<file path="src/rtl/mem_arbiter_pkg.sv">
// Shared types for the unified-memory arbiter: FSM states, transaction owner
// and the largest memory read latency the latency counter is sized for.
package quinta_mem_pkg;

  localparam int MEM_LATENCY_MAX = 4;

  typedef enum logic [1:0] {
    IDLE,
    ISSUE,
    WAIT,
    RESP
  } arb_state_t;

  typedef enum logic {
    OWNER_I,
    OWNER_D
  } arb_owner_t;

endpackage

</file>
<file path="src/rtl/mem_arbiter_if.sv">
// Fetch, data and memory-side signals of the arbiter, bundled as one interface.
// The slave modport is the arbiter; master is the core/memory environment.
interface mem_arbiter_if #(
  parameter int ADDR_W = 32,
  parameter int DATA_W = 32
);
  logic                  i_req;
  logic [ADDR_W-1:0]     i_addr;
  logic                  i_ready;
  logic                  i_rvalid;
  logic [DATA_W-1:0]     i_rdata;

  logic                  d_req;
  logic                  d_we;
  logic [DATA_W/8-1:0]   d_be;
  logic [ADDR_W-1:0]     d_addr;
  logic [DATA_W-1:0]     d_wdata;
  logic                  d_ready;
  logic                  d_rvalid;
  logic [DATA_W-1:0]     d_rdata;

  logic                  m_en;
  logic                  m_we;
  logic [DATA_W/8-1:0]   m_be;
  logic [ADDR_W-1:0]     m_addr;
  logic [DATA_W-1:0]     m_wdata;
  logic [DATA_W-1:0]     m_rdata;

  logic                  busy;

  modport master (
    output i_req, i_addr, d_req, d_we, d_be, d_addr, d_wdata, m_rdata,
    input  i_ready, i_rvalid, i_rdata, d_ready, d_rvalid, d_rdata,
    input  m_en, m_we, m_be, m_addr, m_wdata, busy
  );

  modport slave (
    input  i_req, i_addr, d_req, d_we, d_be, d_addr, d_wdata, m_rdata,
    output i_ready, i_rvalid, i_rdata, d_ready, d_rvalid, d_rdata,
    output m_en, m_we, m_be, m_addr, m_wdata, busy
  );
endinterface

</file>
<file path="src/rtl/mem_arbiter_select.sv">
// Priority decision between fetch and data, with the data-streak counter that
// keeps instruction fetch from starving under continuous data traffic.
module mem_arb_select
  import quinta_mem_pkg::*;
#(
  parameter int MAX_DATA_STREAK = 4
) (
  input  logic       clk,
  input  logic       rst,
  input  logic       i_req,
  input  logic       d_req,
  input  logic       arbitrate,
  output logic       o_grant,
  output arb_owner_t o_owner
);

  localparam int SW = $clog2(MAX_DATA_STREAK + 1);
  localparam logic [SW-1:0] STREAK_MAX = SW'(MAX_DATA_STREAK);

  logic [SW-1:0] r_streak;
  logic          w_forceFetch;

  assign w_forceFetch = i_req && (r_streak == STREAK_MAX);
  assign o_grant      = arbitrate && (i_req || d_req);
  assign o_owner      = (d_req && !w_forceFetch) ? OWNER_D : OWNER_I;

  // Only contested data grants extend the streak; anything else restarts it.
  always_ff @(posedge clk or posedge rst) begin
    if (rst) begin
      r_streak <= '0;
    end else if (o_grant) begin
      if (o_owner == OWNER_I || !i_req) begin
        r_streak <= '0;
      end else if (r_streak != STREAK_MAX) begin
        r_streak <= r_streak + 1'b1;
      end
    end
  end

endmodule

</file>
<file path="src/rtl/mem_arbiter.sv">
// Single-port memory arbiter: accepts one fetch or data transaction at a time,
// issues a one-cycle memory command and returns registered read data.
module mem_arbiter
  import quinta_mem_pkg::*;
#(
  parameter int ADDR_W          = 32,
  parameter int DATA_W          = 32,
  parameter int MEM_LATENCY     = 1,
  parameter int MAX_DATA_STREAK = 4
) (
  input logic          clk,
  input logic          rst,
  mem_arbiter_if.slave bus
);

  localparam int BE_W  = DATA_W / 8;
  localparam int CNT_W = $clog2(MEM_LATENCY_MAX + 1);

  arb_state_t          r_state;
  arb_state_t          w_next;
  arb_owner_t          r_owner;
  arb_owner_t          w_owner;
  logic                w_grant;
  logic                w_arbitrate;
  logic [CNT_W-1:0]    r_cnt;

  logic                r_mEn;
  logic                r_mWe;
  logic [BE_W-1:0]     r_mBe;
  logic [ADDR_W-1:0]   r_mAddr;
  logic [DATA_W-1:0]   r_mWdata;
  logic                r_iRvalid;
  logic                r_dRvalid;
  logic [DATA_W-1:0]   r_iRdata;
  logic [DATA_W-1:0]   r_dRdata;

  assign w_arbitrate = (r_state == IDLE);

  mem_arb_select #(
    .MAX_DATA_STREAK(MAX_DATA_STREAK)
  ) u_select (
    .clk      (clk),
    .rst      (rst),
    .i_req    (bus.i_req),
    .d_req    (bus.d_req),
    .arbitrate(w_arbitrate),
    .o_grant  (w_grant),
    .o_owner  (w_owner)
  );

  // Ready is the only combinational output; it is forced low while in reset.
  assign bus.i_ready  = w_grant && (w_owner == OWNER_I) && !rst;
  assign bus.d_ready  = w_grant && (w_owner == OWNER_D) && !rst;
  assign bus.busy     = (r_state != IDLE);
  assign bus.m_en     = r_mEn;
  assign bus.m_we     = r_mWe;
  assign bus.m_be     = r_mBe;
  assign bus.m_addr   = r_mAddr;
  assign bus.m_wdata  = r_mWdata;
  assign bus.i_rvalid = r_iRvalid;
  assign bus.i_rdata  = r_iRdata;
  assign bus.d_rvalid = r_dRvalid;
  assign bus.d_rdata  = r_dRdata;

  always_ff @(posedge clk or posedge rst) begin
    if (rst) begin
      r_state <= IDLE;
    end else begin
      r_state <= w_next;
    end
  end

  // During ISSUE r_mWe still holds the accepted command, so stores skip WAIT.
  always_comb begin
    w_next = r_state;
    case (r_state)
      IDLE:    if (w_grant) w_next = ISSUE;
      ISSUE:   w_next = r_mWe ? IDLE : WAIT;
      WAIT:    if (r_cnt == CNT_W'(1)) w_next = RESP;
      RESP:    w_next = IDLE;
      default: w_next = IDLE;
    endcase
  end

  always_ff @(posedge clk or posedge rst) begin
    if (rst) begin
      r_owner   <= OWNER_I;
      r_cnt     <= '0;
      r_mEn     <= 1'b0;
      r_mWe     <= 1'b0;
      r_mBe     <= '0;
      r_mAddr   <= '0;
      r_mWdata  <= '0;
      r_iRvalid <= 1'b0;
      r_dRvalid <= 1'b0;
      r_iRdata  <= '0;
      r_dRdata  <= '0;
    end else begin
      r_mEn     <= 1'b0;
      r_mWe     <= 1'b0;
      r_iRvalid <= 1'b0;
      r_dRvalid <= 1'b0;
      if (w_grant) begin
        r_owner <= w_owner;
        r_mEn   <= 1'b1;
        if (w_owner == OWNER_D) begin
          r_mWe    <= bus.d_we;
          r_mBe    <= bus.d_we ? bus.d_be : '1;
          r_mAddr  <= bus.d_addr;
          r_mWdata <= bus.d_wdata;
        end else begin
          r_mBe    <= '1;
          r_mAddr  <= bus.i_addr;
        end
      end
      if (r_state == ISSUE) begin
        r_cnt <= CNT_W'(MEM_LATENCY);
      end else if (r_state == WAIT) begin
        r_cnt <= r_cnt - 1'b1;
        if (r_cnt == CNT_W'(1)) begin
          if (r_owner == OWNER_I) begin
            r_iRdata  <= bus.m_rdata;
            r_iRvalid <= 1'b1;
          end else begin
            r_dRdata  <= bus.m_rdata;
            r_dRvalid <= 1'b1;
          end
        end
      end
    end
  end

endmodule

</file>
<file path="src/flat_wrapper.sv">
// flat-port wrapper written by rule: the top's interface ports become plain ports
module mem_arbiter_flat import quinta_mem_pkg::*;
#(
  parameter int ADDR_W          = 32,
  parameter int DATA_W          = 32,
  parameter int MEM_LATENCY     = 1,
  parameter int MAX_DATA_STREAK = 4
)
  (clk, rst, bus_i_req, bus_i_addr, bus_d_req, bus_d_we, bus_d_be, bus_d_addr, bus_d_wdata, bus_m_rdata, bus_i_ready, bus_i_rvalid, bus_i_rdata, bus_d_ready, bus_d_rvalid, bus_d_rdata, bus_m_en, bus_m_we, bus_m_be, bus_m_addr, bus_m_wdata, bus_busy);
  mem_arbiter_if #(.ADDR_W(ADDR_W), .DATA_W(DATA_W)) bus_i ();
  input logic clk;
  input logic rst;
  input wire logic [$bits(bus_i.i_req)-1:0] bus_i_req;
  input wire logic [$bits(bus_i.i_addr)-1:0] bus_i_addr;
  input wire logic [$bits(bus_i.d_req)-1:0] bus_d_req;
  input wire logic [$bits(bus_i.d_we)-1:0] bus_d_we;
  input wire logic [$bits(bus_i.d_be)-1:0] bus_d_be;
  input wire logic [$bits(bus_i.d_addr)-1:0] bus_d_addr;
  input wire logic [$bits(bus_i.d_wdata)-1:0] bus_d_wdata;
  input wire logic [$bits(bus_i.m_rdata)-1:0] bus_m_rdata;
  output wire logic [$bits(bus_i.i_ready)-1:0] bus_i_ready;
  output wire logic [$bits(bus_i.i_rvalid)-1:0] bus_i_rvalid;
  output wire logic [$bits(bus_i.i_rdata)-1:0] bus_i_rdata;
  output wire logic [$bits(bus_i.d_ready)-1:0] bus_d_ready;
  output wire logic [$bits(bus_i.d_rvalid)-1:0] bus_d_rvalid;
  output wire logic [$bits(bus_i.d_rdata)-1:0] bus_d_rdata;
  output wire logic [$bits(bus_i.m_en)-1:0] bus_m_en;
  output wire logic [$bits(bus_i.m_we)-1:0] bus_m_we;
  output wire logic [$bits(bus_i.m_be)-1:0] bus_m_be;
  output wire logic [$bits(bus_i.m_addr)-1:0] bus_m_addr;
  output wire logic [$bits(bus_i.m_wdata)-1:0] bus_m_wdata;
  output wire logic [$bits(bus_i.busy)-1:0] bus_busy;
  assign bus_i.i_req = bus_i_req;
  assign bus_i.i_addr = bus_i_addr;
  assign bus_i.d_req = bus_d_req;
  assign bus_i.d_we = bus_d_we;
  assign bus_i.d_be = bus_d_be;
  assign bus_i.d_addr = bus_d_addr;
  assign bus_i.d_wdata = bus_d_wdata;
  assign bus_i.m_rdata = bus_m_rdata;
  assign bus_i_ready = bus_i.i_ready;
  assign bus_i_rvalid = bus_i.i_rvalid;
  assign bus_i_rdata = bus_i.i_rdata;
  assign bus_d_ready = bus_i.d_ready;
  assign bus_d_rvalid = bus_i.d_rvalid;
  assign bus_d_rdata = bus_i.d_rdata;
  assign bus_m_en = bus_i.m_en;
  assign bus_m_we = bus_i.m_we;
  assign bus_m_be = bus_i.m_be;
  assign bus_m_addr = bus_i.m_addr;
  assign bus_m_wdata = bus_i.m_wdata;
  assign bus_busy = bus_i.busy;
  mem_arbiter #(.ADDR_W(ADDR_W), .DATA_W(DATA_W), .MEM_LATENCY(MEM_LATENCY), .MAX_DATA_STREAK(MAX_DATA_STREAK)) u_core (.clk(clk), .rst(rst), .bus(bus_i));
endmodule
</file>
<file path="config.mk">
export PLATFORM = sky130hd
export DESIGN_NAME = mem_arbiter_flat
export DESIGN_NICKNAME = d
export VERILOG_FILES = /design/src/rtl/mem_arbiter_pkg.sv /design/src/rtl/mem_arbiter_if.sv /design/src/rtl/mem_arbiter_select.sv /design/src/rtl/mem_arbiter.sv /design/src/flat_wrapper.sv
export SDC_FILE = /design/constraint.sdc
export NUM_CORES = 1
export LEC_CHECK = 0
export ABC_AREA = 1
export CORE_ASPECT_RATIO = 0.9
export CORE_MARGIN = 2
export CORE_UTILIZATION = 33
export CTS_CLUSTER_DIAMETER = 150
export CTS_CLUSTER_SIZE = 40
export DETAILED_ROUTE_END_ITERATION = 16
export PLACE_DENSITY = 0.68
export SLEW_MARGIN = 20
export SYNTH_ARGS = -nofsm -noshare
export SYNTH_HDL_FRONTEND = slang
export SYNTH_HIERARCHICAL = 1
export SYNTH_SLANG_ARGS = --single-unit
export TNS_END_PERCENT = 50
</file>
<file path="constraint.sdc">
create_clock -name clk -period 5 [get_ports clk]
set_input_delay 0.75 -clock clk [delete_from_list [all_inputs] [get_ports clk]]
set_output_delay 0.75 -clock clk [all_outputs]
set_load 0.005 [all_outputs]
</file>
==> out/qor.yml, run 1 <==
vias_per_cell: 4.390
seq_area_frac_synth: 0.6109
p_leak_nw: 4.520
clock_path_buffers: 2
wirelength_um: 17360
post-cts-setup-buffers: 0
fin_tns_setup_ns: 0
port_buffers: 275
cts_resized: 0
layout-drive-gt1-share: 0.06845
gp_congestion: 0.7999
dieArea_um2: 19090
yosysWarnings: 6
dpl.hpwl_um: 12320
area_delta_synth_final_pct: 59.07
synth_edf_count: 0
ys_types: 21
worst_setup_path_start_kind: "primary input"
crit_fanout: 36
tightest_slew_ns: 0.9244
cts_root_buf: "clkbuf_16"
async_flop_share: 1.000
drtPass1Iterations: 6
cts.sinks: 145
rsz0062_at_grt: "false"
muxShareOfSynthArea: 0
worst_setup_path_end_kind: "output pin"
hold_viol_final: 0
overflow: 0
arrival_ns: 2.67
ys.flop_type: "dfrtp_1"
avgSynthCellArea_um2: 9.110
maxSlewHeadroom: 0.3837
multiInputGateArea_um2: 1884
whs_ns: 0.4805
synth_xor_area_frac: 0
hold_buffers: 0
critPathKind: "in2out"
clk_latency_ns: 0.42
synth.cell_area_um2: 5939
cts_inserted_buffers: 17
grt_usage: 0.1831
antenna_cells: 0
hold_class: "reg2reg"
antenna_found_initial: 0
finalCritPeriodShare: 0.6845
num_vias: 5158
drv_slew: 0
synth-simple-area-share: 0.2250
synth_fa_ha_area_frac: 0.01685
status: "finished, final reports clean"
io_pins: 276
htreeDepth: 4
ir_worst_vdd_mv: 0.2604
cp.required_ns: 4.25
finish.net_count: 1067
grt_max_degree: 85
rows: 46
clkTransAtPathRegs_ns: 0.07
grt_pass1_wl_um: 27570
die_y_um: 131.3
netlist_instances: 652
wl_per_cell_um: 14.78
fp.dieW_um: 145.4
drt-initial-drc-count: 155
setup_ws_ns: 1.578
core-area_um2: 17610
postRouteAntennaNets: 0
synth-seq-cells: 145
skew_ns: 0.008569
fin_util: 0.5364
power.total_mw: 5.512
synth_compound_area_frac: 0.07373
synth_top_family_by_area: "simple AND/OR/NAND/NOR gates"
cts_tree: "done"
setup_viol: 0
fillers: 1617
final-seq-area_um2: 3628
p_per_area_nw_per_um2: 583.4
synth_nets: 797
max_cap_viol_count: 0
route.detailed.drc: 0
max_clock_freq_ghz: 0.2922
initial_core_util: 0.3372
dp_slack_ns: 1.558
finalCriticalPeriod_ns: 3.422
grt_pass1_vias: 5108
area by class of cell:
cell class / count / share of cell area
Timing Repair Buffer: 280 / 0.2953
Clock inverter: 13 / 0.01841
Clock buffer: 19 / 0.04688
Sequential cell: 145 / 0.3841
Tap cell: 240 / 0.03178
Multi-Input combinational cell: 419 / 0.1994
Inverter: 59 / 0.02410
final timing paths:
path                       slack, ns  cells past startpoint                           to             startpoint
max in group asynchronous       3.11                      3        u_core/bus.m_wdata[8]                    rst
min in group asynchronous       0.71                      2  u_core/u_select/r_streak[2]                    rst
min                             0.48                      2        u_core/bus.m_wdata[0]  u_core/bus.m_wdata[0]
max                             1.58                      6                  bus_i_ready              bus_d_req
max reg2reg                     2.24                      9        u_core/bus.m_addr[14]      u_core/r_state[0]
min reg2reg                     0.48                      2        u_core/bus.m_wdata[0]  u_core/bus.m_wdata[0]
report_power, final:
group          total, mW  switching [mW]  internal (mW)  leakage [nW]
clock               1.33           0.522          0.809         0.297
sequential          1.99           0.289           1.70          1.68
combinational       2.19           0.933           1.26          2.54
total               5.51            1.74           3.77          4.52
synth_stat cells, types with 2 or more instances:
master    count  share of area
dfrtp_1     145           0.61
o21ai_0      23          0.019
inv_2         3         0.0019
o21ai_2      18          0.027
nand3_1      40          0.034
buf_2         3         0.0025
ha_1          8          0.017
buf_4         9          0.011
a21oi_1       5         0.0042
o21ai_1      28          0.024
nor2_4        2         0.0038
inv_1        54          0.034
nor2_1       14         0.0088
nand2_1     278           0.18
clkbuf_1      8         0.0051
buf_6         9          0.017
critical path, cell delays in order:
cell	delay [ns]
clkdlybuf4s50_1	0.50
nor2_1	0.08
nor2_4	0.24
inv_2	0.34
nor3_1	0.23
clkdlybuf4s50_1	0.53
logic make-up (layout without fill, tap and decap cells):
family,after synthesis,count (layout)
buf+inv,88,371
flops,145,145
compound gates,74,74
simple gates,337,337
fa+ha+maj,8,8
cell usage in the layout (no fill, tap or decap), types with 5 or more instances in the layout:
cell             count
inv_6                5
nand2_1            278
inv_1               53
o21ai_0             23
clkbuf_16           17
buf_4                5
nor2_1              14
a21oi_1              5
nand3_1             38
o21ai_2             18
dfrtp_1            145
clkdlybuf4s50_1    275
ha_1                 8
o21ai_1             28
through the flow:
| stage | std cells | instance area [um^2] |
|---|---|---|
| detailed placement | 1143 | 8831 |
| global route | 1175 | 9448 |
| CTS | 1175 | 9448 |
| global placement | 1143 | 8831 |
| floorplan | 652 | 5939 |
| finish | 1175 | 9448 |
registers in the layout, summed over array words and instances (netlist names), 3 cells and up, named ones only:
register and cells:
u_core/r_cnt 3, u_core/bus.m_addr 32, u_core/bus.d_rdata 32, u_core/bus.m_be 4
u_core/u_select/r_streak 3, u_core/bus.m_wdata 32, u_core/bus.i_rdata 32
metal layers:
metal  GRT usage  wire length, um  up-vias
met5           0                0        -
met4     0.04630              203        0
met3     0.08229             1709       16
met2      0.2909             7996      220
met1      0.2286             7452     2360
li1            -                -     2562
Power figures use the tool's default switching activity.
==> inputs of run 2 (changes only) <==
clock period = 3.4 ns   (was 5 ns; I/O delays follow)
==> run 2 against run 1 <==
Sequential power increased by 47%; critical path depth is 1 higher; non-clock buffer count grew 3; register-to-register slack got worse by 1.3 ns; first-iteration DRC count increased by 42%; clock skew rose by 0.0010 ns; critical path type is now reg2out; highest routed layer unchanged.
==> out/qor.yml, run 2 (synthesis results as in run 1) <==
skew_ns: 0.009570
num_vias: 5194
grt_usage: 0.1817
cts.sinks: 145
arrival_ns: 2.28
swShare: 0.3141
initial_core_util: 0.3372
cts_root_buf: "clkbuf_16"
crit_fanout: 11
post-cts-setup-buffers: 0
gp_congestion: 0.8176
maxSlewHeadroom: 0.4079
area_delta_synth_final_pct: 59.60
layout-drive-gt1-share: 0.07143
worst_setup_path_end_kind: "output pin"
finish.net_count: 1070
combPwrFrac: 0.401
wl_per_cell_um: 14.44
max_clock_freq_ghz: 0.3586
finalCritPeriodShare: 0.8202
clock_path_buffers: 2
dp_slack_ns: 0.7880
drtPass1Iterations: 4
core-area_um2: 17610
dieArea_um2: 19090
r2r-end: "u_core/bus.i_rdata[11]"
overflow: 0
tightest_slew_ns: 0.8871
dpl.hpwl_um: 12210
status: "finished, final reports clean"
antenna_cells: 0
port_buffers: 275
p_int_mw: 5.492
io_pins: 276
hold_buffers: 0
setup_ws_ns: 0.6115
final_cell_mix: "278 x nand2_1, 275 x clkdlybuf4s50_1, 145 x dfrtp_1, 53 x inv_1, 38 x nand3_1"
grt_pass1_wl_um: 27380
cts_inserted_buffers: 17
postRouteAntennaNets: 0
clk_latency_ns: 0.42
wirelength_um: 17010
r2r_slack_ns: 0.98
reg2reg_from: "u_core/r_state[0]"
route.detailed.drc: 0
grt_max_degree: 73
cp.required_ns: 2.89
rows: 46
p_leak_nw: 4.529
hold_viol_final: 0
drt-initial-drc-count: 220
finalCriticalPeriod_ns: 2.789
power_frac_clock: 0.232
ir_worst_vdd_mv: 0.3536
drv_slew: 0
max_cap_viol_count: 0
cts_resized: 0
seqPwrFrac: 0.366
hold_class: "in2async"
htreeDepth: 4
p_sw_mw: 2.516
ff2ff_path_depth: 6
fp.dieW_um: 145.4
worst_setup_path_start_kind: "flop"
p_per_area_nw_per_um2: 844.8
setup_viol: 0
final_common_cell: "nand2_1"
fillers: 1631
fin_tns_setup_ns: 0
grt_pass1_vias: 5139
die_y_um: 131.3
cts_tree: "done"
antenna_found_initial: 0
rsz0062_at_grt: "false"
vias_per_cell: 4.409
critPathKind: "reg2out"
clkTransAtPathRegs_ns: 0.06
==> run 2: per-layer routing <==
metal / routed length [um] / vias to the layer above / share of wire / GRT usage
met5: 0 / - / 0 / 0
met4: 241 / 0 / 0.014 / 0.04739
met3: 1586 / 18 / 0.093 / 0.07917
met2: 7927 / 212 / 0.47 / 0.2936
met1: 7250 / 2391 / 0.43 / 0.2233
li1: - / 2573 / - / -
==> run 2: through the flow <==
stage	total power [mW]	instance area, um^2	util	hold WS [ns]	std cells
global placement	6.163	8890	0.5048	0.4628	1146
CTS	8.138	9479	0.5382	0.3976	1178
finish	8.008	9479	0.5382	0.4140	1178
floorplan	4.167	5943	-	0.2636	652
global route	8.570	9479	0.5382	0.4134	1178
detailed placement	6.219	8890	0.5048	0.4642	1146
==> run 2: final cells by class <==
| class | instances | area, um^2 | share of cell area |
|---|---|---|---|
| flip-flops and latches | 145 | 3628 | 0.3828 |
| clock inverters | 12 | 132.6 | 0.01399 |
| inverters | 59 | 226.5 | 0.02389 |
| clock buffers | 20 | 456.7 | 0.04818 |
| multi-input cells | 419 | 1884 | 0.1988 |
| well taps | 240 | 300.3 | 0.03168 |
| repair buffers | 283 | 2850 | 0.3007 |
==> run 2: worst max-delay path: stages, from the launching register on <==
cell,delay (ns)
dfrtp_1,0.43
inv_1,0.12
ha_1,0.25
inv_2,0.06
nor2_4,0.27
inv_2,0.07
nor3_1,0.14
clkdlybuf4s50_1,0.53
==> run 2: worst max-delay path by stage <==
stage / slack (ns) / from / endpoint / cells after the start
floorplan: 1.11 / rst / async pin / 1
global placement: 0.86 / bus_i_req / bus_i_ready / 6
detailed placement: 0.79 / bus_i_req / u_core/bus.m_addr[7] / 9
CTS: 0.58 / u_core/r_state[0] / bus_i_ready / 7
global route: 0.47 / u_core/r_state[0] / bus_i_ready / 7
finish: 0.61 / u_core/r_state[0] / bus_i_ready / 7
==> run 2: power groups by stage <==
stage               logic, mW  registers (mW)  clock network, mW
floorplan                1.19            2.98                  0
global placement         3.23            2.93                  0
detailed placement       3.28            2.94                  0
CTS                      3.28            2.94               1.92
global route             3.54            3.03               2.00
finish                   3.21            2.93               1.86
